==> src/rtl/fp_round_if.sv <==
// Stream interface for fp_round_pipe: input beat, rounding-mode CSR and rounded result.
// master = producer/consumer side, slave = the rounding unit.
interface fp_round_if #(
    parameter int unsigned EXP_W  = 8,
    parameter int unsigned FRAC_W = 23
);
    localparam int unsigned W = EXP_W + FRAC_W;

    logic         in_valid;
    logic         in_ready;
    logic         in_sign;
    logic [W-1:0] in_exp_frac;
    logic [2:0]   in_grs;
    logic [2:0]   in_rm;
    logic         in_special;
    logic [2:0]   frm;

    logic         out_valid;
    logic         out_ready;
    logic         out_sign;
    logic [W-1:0] out_exp_frac;
    logic         out_nx;
    logic         out_of;
    logic         out_nv;

    modport master (
        output in_valid, in_sign, in_exp_frac, in_grs, in_rm, in_special, frm, out_ready,
        input  in_ready, out_valid, out_sign, out_exp_frac, out_nx, out_of, out_nv
    );

    modport slave (
        input  in_valid, in_sign, in_exp_frac, in_grs, in_rm, in_special, frm, out_ready,
        output in_ready, out_valid, out_sign, out_exp_frac, out_nx, out_of, out_nv
    );
endinterface

==> src/rtl/fp_round_pipe.sv <==
// Two-stage IEEE-754 rounding back end with overflow saturation and valid/ready backpressure.
// Define FP_ROUND_DYN_RM_EN to let in_rm=111 resolve to frm.
module fp_round_pipe #(
    parameter int unsigned EXP_W  = 8,
    parameter int unsigned FRAC_W = 23
) (
    input logic       clk,
    input logic       rst_n,
    fp_round_if.slave io
);
    localparam int unsigned W = EXP_W + FRAC_W;
    localparam logic [W-1:0] InfVal    = {{EXP_W{1'b1}}, {FRAC_W{1'b0}}};
    localparam logic [W-1:0] MaxFinite = {{(EXP_W-1){1'b1}}, 1'b0, {FRAC_W{1'b1}}};

    typedef enum logic [2:0] {
        RmRne = 3'b000,
        RmRz  = 3'b001,
        RmRdn = 3'b010,
        RmRup = 3'b011,
        RmRmm = 3'b100
    } rm_e;

    // ------------------------------------------------------------------
    // Handshake
    // ------------------------------------------------------------------
    logic s1_v_q, s1_v_d;
    logic s2_v_q, s2_v_d;
    logic s1_acc, s2_acc;
    logic s1_load, s2_load;

    always_comb begin
        s2_acc  = ~s2_v_q | io.out_ready;
        s1_acc  = ~s1_v_q | s2_acc;
        s1_load = io.in_valid & s1_acc;
        s2_load = s1_v_q & s2_acc;
        s1_v_d  = s1_acc ? io.in_valid : s1_v_q;
        s2_v_d  = s2_acc ? s1_v_q : s2_v_q;
    end

    assign io.in_ready = s1_acc;

    // ------------------------------------------------------------------
    // Stage 1: resolve rounding mode, decide increment
    // ------------------------------------------------------------------
    logic [2:0] rm_req;
    rm_e        rm_res;
    logic       nv_new;
    logic       g_bit, r_bit, s_bit, lsb_bit;
    logic       inc_raw;
    logic       any_rem;

    always_comb begin
        rm_req = io.in_rm;
`ifdef FP_ROUND_DYN_RM_EN
        if (io.in_rm == 3'b111) begin
            rm_req = io.frm;
        end
`endif
        nv_new = 1'b0;
        case (rm_req)
            3'b000:  rm_res = RmRne;
            3'b001:  rm_res = RmRz;
            3'b010:  rm_res = RmRdn;
            3'b011:  rm_res = RmRup;
            3'b100:  rm_res = RmRmm;
            default: begin
                rm_res = RmRne;
                nv_new = 1'b1;
            end
        endcase
    end

`ifndef FP_ROUND_DYN_RM_EN
    logic unused_frm;
    assign unused_frm = ^io.frm;
`endif

    always_comb begin
        {g_bit, r_bit, s_bit} = io.in_grs;
        lsb_bit = io.in_exp_frac[0];
        any_rem = g_bit | r_bit | s_bit;
        case (rm_res)
            RmRne:   inc_raw = g_bit & (lsb_bit | r_bit | s_bit);
            RmRz:    inc_raw = 1'b0;
            RmRdn:   inc_raw = io.in_sign & any_rem;
            RmRup:   inc_raw = ~io.in_sign & any_rem;
            RmRmm:   inc_raw = g_bit;
            default: inc_raw = 1'b0;
        endcase
    end

    logic         s1_sign_q, s1_sign_d;
    logic [W-1:0] s1_ef_q, s1_ef_d;
    logic         s1_inc_q, s1_inc_d;
    logic         s1_nx_q, s1_nx_d;
    rm_e          s1_rm_q, s1_rm_d;
    logic         s1_special_q, s1_special_d;
    logic         s1_nv_q, s1_nv_d;

    always_comb begin
        s1_sign_d    = s1_sign_q;
        s1_ef_d      = s1_ef_q;
        s1_inc_d     = s1_inc_q;
        s1_nx_d      = s1_nx_q;
        s1_rm_d      = s1_rm_q;
        s1_special_d = s1_special_q;
        s1_nv_d      = s1_nv_q;
        if (s1_load) begin
            s1_sign_d    = io.in_sign;
            s1_ef_d      = io.in_exp_frac;
            // Special operands pass through untouched and never raise nx.
            s1_inc_d     = inc_raw & ~io.in_special;
            s1_nx_d      = any_rem & ~io.in_special;
            s1_rm_d      = rm_res;
            s1_special_d = io.in_special;
            s1_nv_d      = nv_new;
        end
    end

    always_ff @(posedge clk or negedge rst_n) begin
        if (!rst_n) begin
            s1_v_q       <= 1'b0;
            s1_sign_q    <= 1'b0;
            s1_ef_q      <= '0;
            s1_inc_q     <= 1'b0;
            s1_nx_q      <= 1'b0;
            s1_rm_q      <= RmRne;
            s1_special_q <= 1'b0;
            s1_nv_q      <= 1'b0;
        end else begin
            s1_v_q       <= s1_v_d;
            s1_sign_q    <= s1_sign_d;
            s1_ef_q      <= s1_ef_d;
            s1_inc_q     <= s1_inc_d;
            s1_nx_q      <= s1_nx_d;
            s1_rm_q      <= s1_rm_d;
            s1_special_q <= s1_special_d;
            s1_nv_q      <= s1_nv_d;
        end
    end

    // ------------------------------------------------------------------
    // Stage 2: increment, overflow saturation
    // ------------------------------------------------------------------
    logic [W-1:0] sum;
    logic         ovf;
    logic         to_inf;
    logic [W-1:0] res_ef;
    logic         res_nx;
    logic         res_of;

    always_comb begin
        // Carry out of the fraction deliberately ripples into the exponent.
        sum = s1_ef_q + {{(W-1){1'b0}}, s1_inc_q};
        ovf = (&sum[W-1 -: EXP_W]) & ~s1_special_q;
        case (s1_rm_q)
            RmRne:   to_inf = 1'b1;
            RmRmm:   to_inf = 1'b1;
            RmRdn:   to_inf = s1_sign_q;
            RmRup:   to_inf = ~s1_sign_q;
            default: to_inf = 1'b0;
        endcase
        res_ef = sum;
        res_nx = s1_nx_q;
        res_of = 1'b0;
        if (ovf) begin
            res_ef = to_inf ? InfVal : MaxFinite;
            res_nx = 1'b1;
            res_of = 1'b1;
        end
    end

    logic         out_sign_q, out_sign_d;
    logic [W-1:0] out_ef_q, out_ef_d;
    logic         out_nx_q, out_nx_d;
    logic         out_of_q, out_of_d;
    logic         out_nv_q, out_nv_d;

    always_comb begin
        out_sign_d = out_sign_q;
        out_ef_d   = out_ef_q;
        out_nx_d   = out_nx_q;
        out_of_d   = out_of_q;
        out_nv_d   = out_nv_q;
        if (s2_load) begin
            out_sign_d = s1_sign_q;
            out_ef_d   = res_ef;
            out_nx_d   = res_nx;
            out_of_d   = res_of;
            out_nv_d   = s1_nv_q;
        end
    end

    always_ff @(posedge clk or negedge rst_n) begin
        if (!rst_n) begin
            s2_v_q     <= 1'b0;
            out_sign_q <= 1'b0;
            out_ef_q   <= '0;
            out_nx_q   <= 1'b0;
            out_of_q   <= 1'b0;
            out_nv_q   <= 1'b0;
        end else begin
            s2_v_q     <= s2_v_d;
            out_sign_q <= out_sign_d;
            out_ef_q   <= out_ef_d;
            out_nx_q   <= out_nx_d;
            out_of_q   <= out_of_d;
            out_nv_q   <= out_nv_d;
        end
    end

    assign io.out_valid    = s2_v_q;
    assign io.out_sign     = out_sign_q;
    assign io.out_exp_frac = out_ef_q;
    assign io.out_nx       = out_nx_q;
    assign io.out_of       = out_of_q;
    assign io.out_nv       = out_nv_q;

`ifndef SYNTHESIS
    a_stall_hold : assert property (@(posedge clk) disable iff (!rst_n)
        (io.out_valid && !io.out_ready) |=>
            (io.out_valid && $stable(io.out_exp_frac) && $stable(io.out_sign)));
    a_ready_path : assert property (@(posedge clk) disable iff (!rst_n)
        io.out_ready |-> io.in_ready);
`endif

endmodule
==> src/flat_wrapper.sv <==
// flat-port wrapper written by rule: the top's interface ports become plain ports
module fp_round_pipe_flat 
#(
    parameter int unsigned EXP_W  = 8,
    parameter int unsigned FRAC_W = 23
)
  (clk, rst_n, io_in_valid, io_in_sign, io_in_exp_frac, io_in_grs, io_in_rm, io_in_special, io_frm, io_out_ready, io_in_ready, io_out_valid, io_out_sign, io_out_exp_frac, io_out_nx, io_out_of, io_out_nv);
  fp_round_if #(.EXP_W(EXP_W), .FRAC_W(FRAC_W)) io_i ();
  input logic clk;
  input logic rst_n;
  input wire logic [$bits(io_i.in_valid)-1:0] io_in_valid;
  input wire logic [$bits(io_i.in_sign)-1:0] io_in_sign;
  input wire logic [$bits(io_i.in_exp_frac)-1:0] io_in_exp_frac;
  input wire logic [$bits(io_i.in_grs)-1:0] io_in_grs;
  input wire logic [$bits(io_i.in_rm)-1:0] io_in_rm;
  input wire logic [$bits(io_i.in_special)-1:0] io_in_special;
  input wire logic [$bits(io_i.frm)-1:0] io_frm;
  input wire logic [$bits(io_i.out_ready)-1:0] io_out_ready;
  output wire logic [$bits(io_i.in_ready)-1:0] io_in_ready;
  output wire logic [$bits(io_i.out_valid)-1:0] io_out_valid;
  output wire logic [$bits(io_i.out_sign)-1:0] io_out_sign;
  output wire logic [$bits(io_i.out_exp_frac)-1:0] io_out_exp_frac;
  output wire logic [$bits(io_i.out_nx)-1:0] io_out_nx;
  output wire logic [$bits(io_i.out_of)-1:0] io_out_of;
  output wire logic [$bits(io_i.out_nv)-1:0] io_out_nv;
  assign io_i.in_valid = io_in_valid;
  assign io_i.in_sign = io_in_sign;
  assign io_i.in_exp_frac = io_in_exp_frac;
  assign io_i.in_grs = io_in_grs;
  assign io_i.in_rm = io_in_rm;
  assign io_i.in_special = io_in_special;
  assign io_i.frm = io_frm;
  assign io_i.out_ready = io_out_ready;
  assign io_in_ready = io_i.in_ready;
  assign io_out_valid = io_i.out_valid;
  assign io_out_sign = io_i.out_sign;
  assign io_out_exp_frac = io_i.out_exp_frac;
  assign io_out_nx = io_i.out_nx;
  assign io_out_of = io_i.out_of;
  assign io_out_nv = io_i.out_nv;
  fp_round_pipe #(.EXP_W(EXP_W), .FRAC_W(FRAC_W)) u_core (.clk(clk), .rst_n(rst_n), .io(io_i));
endmodule
==> config.mk <==
export PLATFORM = sky130hd
export DESIGN_NAME = fp_round_pipe_flat
export DESIGN_NICKNAME = d
export VERILOG_FILES = /design/src/rtl/fp_round_if.sv /design/src/rtl/fp_round_pipe.sv /design/src/flat_wrapper.sv
export SDC_FILE = /design/constraint.sdc
export NUM_CORES = 1
export LEC_CHECK = 0
export CAP_MARGIN = 10
export CORE_MARGIN = 4
export CORE_UTILIZATION = 46
export DETAILED_ROUTE_END_ITERATION = 10
export PLACE_DENSITY = 0.77
export SLEW_MARGIN = 20
export SYNTH_ARGS = -nofsm -noshare
export SYNTH_HDL_FRONTEND = slang
export SYNTH_SLANG_ARGS = --single-unit
==> constraint.sdc <==
create_clock -name clk -period 2.6 [get_ports clk]
set_input_delay 0.52 -clock clk [delete_from_list [all_inputs] [get_ports clk]]
set_output_delay 0.52 -clock clk [all_outputs]
set_load 0.02 [all_outputs]
# Word-level counts from Yosys, hierarchy flattened
# Index checks and enable logic that the tools add are counted.
# op_classes
add_sub_neg	1
multipliers	0
div	0
n_lt_le_gt_ge	0
eq_ne	10
shift	0
n_mux	8
n_bitwise	20
n_reduce_logical	6
# op_table
cell	count
adder 31 x 1 -> 31 bit	1
two-way mux 31 bit	1
two-way mux 24 bit	1
== test 3 x 2 -> 1 bit, second input constant	6
one-hot mux 3 bit (4 select lines)	1
== test 3 bit, second input constant	3
logical NOT 3 bit	3
bitwise AND 1 bit	8
AND reduction 8 bit	1
inverter 1 bit	6
OR 1 bit	6
OR reduction 5 bit	1
one-hot mux 1 bit (4 select lines)	1
== test 3 x 1 -> 1 bit, second input constant	1
two-way mux 1 bit	3
one-hot mux 1 bit (3 select lines)	1
OR reduction 2 bit	1
# totals
register_bits	76
latchBits	0
ramBits	0
rom_bits	0
elab_cells	59
memories	0

# Logic depth before layout (Yosys ltp)
# Gate-level depths: netlist of run 1.
# depth
depth_word	5
mapped_depth	11
mapped_depth_nobuf	8

# Least setup slack after synthesis of run 1
# Ideal clock, no wire load.
# synth_path
path_type	reg2reg
from	reg u_core.s1_inc_q
to	reg u_core.out_ef_q[7], in the netlist u_core.io.out_exp_frac[7]
setup_ns	0.126
arrival_time_ns	2.422
t_required_ns	2.474
slack_ns	0.052
stages_incl_launch_ff	12
path_buffers	3
path_cell_list	dfrtp_1 > ha_1 > ha_1 > and3_1 > clkbuf_2 > and4_1 > o31a_1 > o31a_1 > or2_1 > buf_6 > buf_6 > a221o_1
# synth_via
elab_chain_cells	4
# synth_lines
element	line_no	source
start, declared	fp_round_pipe.sv:94	logic s1_inc_q, s1_inc_d;
start signal, assigned	fp_round_pipe.sv:134	s1_inc_q <= s1_inc_d;
adder 31 x 1 -> 31 bit (*)	fp_round_pipe.sv:154	sum = s1_ef_q + {{(W-1){1'b0}}, s1_inc_q};
AND reduction 8 bit	fp_round_pipe.sv:155	ovf = (&sum[W-1 -: EXP_W]) & ~s1_special_q;
bitwise AND 1 bit	fp_round_pipe.sv:155	
two-way mux 31 bit (*)	fp_round_pipe.sv:166	if (ovf) begin
end signal, assigned	fp_round_pipe.sv:205	out_ef_q <= out_ef_d;
end, declared	fp_round_pipe.sv:174	logic [W-1:0] out_ef_q, out_ef_d;
# Mark *: on every way between the ends. The rest lies on a longest branch, timed or not.
# A chain may end at the register's enable or synchronous reset.

# Worst setup path after layout of run 1
# layout_path
from	reg u_core.s1_inc_q
to	reg u_core.out_ef_q[11], in the netlist u_core.io.out_exp_frac[11]
# The elaborated chain is that of the path after synthesis.

==> metrics.md, run 1 <==
| Metric | Value |
|---|---|
| Die Ht | 97.8 um |
| Syn Inst Count | 344 |
| Hold Vio Cnt, Final | 0 |
| Share of cells above drive strength 1 | 16.4% |
| CP Capture Type | flip-flop |
| Synthesized area | 0.00371 sq mm |
| FFs w/ async S/R, synth | 100% |
| Status | finished clean |
| Clock Sinks | 76 |
| Total design power | 3680 uW |
| Dpl cells | 518 |
| Crit path time final | 2.50 ns |
| Worst Hold Class | input port to async pin |
| GR peak layer | met2 |
| DRC Markers | 0 |
| ANT cells | 0 |
| Met3 Use GR | 3.86% |
| Placement Rows | 32 |
| Hpwl dp | 6020 um |
| First DRT Iteration DRCs | 161 |
| # H-tree levels | 3 |
| Clock Latency Late Sink | 0.35 ns |
| Finished Layout Cells | 535 |
| PD cells | 740 mW/mm^2 |
| Max Fclk | 400 MHz |
| WS Path Type | flip-flop to flip-flop |
| Primary FF master, synth | dfrtp_1 |
| Nets | 476 |
| Post-route ant nets | 0 |
| CTS buffer count | 9 |
| GRT met2 Usage | 30.7% |
| Worst Max-Slew Pin Slew | 0.500 ns |
| Clk_skew | 0.00749 ns |
| Clock-pin slew on the worst setup and hold paths | 0.08 ns |
| Total wire length | 8450 um |
| CTS Buffer Depth | 2 |
| LEAKAGE | 0.00197 uW |
| Critical path startpoint category | flip-flop |
| Total core area | 0.00777 sq mm |
| Total congestion overflow | 0 |
| Max_cap viols | 0 |
| Final period utilization | 96.0% |
| Max-slew violation count | 0 |
| Synthesized area per cell | 10.8 sq um |
| Filler Cell Count | 628 |
| Gp weighted congestion | 0.855 |
| Yosys warns | 0 |
| Worst path cell trace | ha_2 > ha_4 > and3_4 > nand3b_1 > o32a_1 > o31a_1 > or2_4 > buf_12 > a311o_1 |
| Die width | 97.8 um |
| Vias | 2948 |
| Post-synthesis register bit count | 76 |
| Met1 Use GR | 22.8% |
| Rel. slew slack | 66.7% |
| IO Port Bufs | 79 |
| P&R area growth vs syn | 33.8% |
| Initial core utilization | 47.8% |
| Min Hold Slack | 0.134 ns |
| Sequential fraction of the synthesis area | 51.2% |
| GRT Total Usage | 18.2% |
| Pre-antenna DRT Iters | 4 |
| Vias in the first global route | 3036 |
| Max stage delay on crit path | 0.36 ns |
| Placed Area | 0.00467 sq mm |
| Top Ports | 83 |
| First-pass GRT wire length | 14100 um |
| Syn Nets | 392 |
| Largest net degree at the start of global routing | 45 |
| Wire per inst | 15.8 um |
| Setup violations, final | 0 |
| Number of synthesized flops with an enable pin | 0 |
| Final Cell Area | 0.00497 sq mm |
| CTS tree | yes |
| Worst-path fanout max | 22 |
| Clk root buf | clkbuf_8 |
| Buffers plus inverters on the worst setup path | 1 |
| Family with the most delay on the worst path | compound AO/OA/AOI/OAI gates |
| Worst EP arrival | 2.73 ns |
| CP max-delay cell | dfrtp_1 |
| Distinct cells, synth | 42 |
| Antenna violations before repair | 0 |
| Vias/cell | 5.51 |
| Full die area | 0.00957 sq mm |
| Max IR drop VDD | 0.000423 V |
| Crit path required time | 2.83 ns |
## worst register-to-register path: stages, from the launching register on
cell and delay [ns]:
dfrtp_1 0.36, ha_2 0.22, ha_4 0.15, and3_4 0.20, nand3b_1 0.10, o32a_1 0.30
o31a_1 0.33, or2_4 0.25, buf_12 0.16, a311o_1 0.31
## cells in the final DEF, fill, tap and decap left out, drive strengths merged, types with 8 or more instances in the layout
master,n
mux2,34
o21ai,17
nor2,29
clkbuf,10
clkdlybuf4s50,78
a221o,13
nand2b,8
xor2,11
nand3,10
xnor2,18
and4,8
dfrtp,76
buf,15
nand2,44
## layout make-up
| type | instances | area (sq um) | area share, % |
|---|---|---|---|
| tap | 102 | 128 | 2.57 |
| clock buffer | 10 | 128 | 2.57 |
| sequential | 76 | 1900 | 38.3 |
| timing repair buffer | 93 | 943 | 19.0 |
| multi-input combinational | 245 | 1720 | 34.6 |
| clock inverter | 6 | 136 | 2.75 |
| inverter | 3 | 11.3 | 0.227 |
## final timing paths
kind,startpoint,to,slack (ns),depth (start not counted)
setup / recovery,u_core.s1_inc_q,u_core.io.out_exp_frac[11],0.10,9
hold / removal,rst_n,u_core.s1_ef_q[10],0.13,1
setup reg to reg,u_core.s1_inc_q,u_core.io.out_exp_frac[11],0.10,9
hold reg to reg,u_core.s1_nv_q,u_core.io.out_nv,0.48,2
max in group asynchronous,rst_n,u_core.s1_ef_q[25],1.90,2
min in group clk,u_core.s1_nv_q,u_core.io.out_nv,0.48,2
## cell usage after synthesis (2+ instances only)
library cell,n,area share [%]
xor2_1,11,2.6
and4_1,8,1.9
ha_1,2,0.67
nor4_1,3,0.51
buf_2,2,0.27
buf_6,3,0.91
mux2_2,34,10
a221o_1,13,3.5
a311oi_1,7,1.7
o21ai_0,16,2.2
or3_1,3,0.51
o221ai_1,2,0.47
a21oi_1,2,0.27
xnor2_1,18,4.2
and2_1,4,0.67
nand2b_1,8,1.3
nand4_1,4,0.67
nor2_1,29,2.9
nand3b_1,2,0.40
o31a_1,2,0.47
nand3_1,10,1.3
nor3_1,7,0.94
dfrtp_1,76,51
nand2_1,44,4.5
inv_1,3,0.30
and3_1,3,0.51
clkbuf_1,13,1.3
## per-layer routing
metal,up-vias,routed length [um]
met1,1429,3510
met2,109,4290
li1,1397,-
met4,0,124
met3,13,523
met5,-,0
## logic make-up (layout without fill, tap and decap cells)
family / count (synthesis) / in the layout / share of synthesized area [%]
fa+ha+maj: 3 / 3 / 0.944
compound gates: 51 / 51 / 10.8
mux: 34 / 34 / 10.3
xor+xnor: 29 / 29 / 6.84
buf+inv: 23 / 112 / 3.14
flops: 76 / 76 / 51.2
simple gates: 128 / 128 / 16.7
## what timing repair did
item	CTS	global route
setup endpoints to repair	0	22
gates resized for setup	0	7
hold endpoints to repair	0	0
hold buffers	0	0
setup buffers	0	1
## where the power goes
part | switching, uW | internal [uW]
registers | 188 | 1390
clock network | 436 | 737
logic | 426 | 503
total | 1050 | 2630
## through the flow
step	utilization, %	TNS, ns	setup WS, ns
4_1_cts	63.5	0	0.0197
2_1_floorplan	-	0	0.0517
3_5_place_dp	60.1	0	0.0529
5_1_grt	63.9	-0.00167	-0.00167
3_3_place_gp	60.1	0	0.114
6_report	63.9	0	0.103
(Power assumes the default switching activity.)
==> run 2, diff against run 1 <==
GPL_ROUTABILITY_DRIVEN = 0   (was unset)
==> results of run 2 <==
The final DEF is identical to that of run 1; final timing and power are the same.
==> run 3, diff against run 2 <==
SKIP_CTS_REPAIR_TIMING = 1   (was unset)
==> results of run 3 <==
The final DEF is identical to that of run 1; final timing and power are the same.
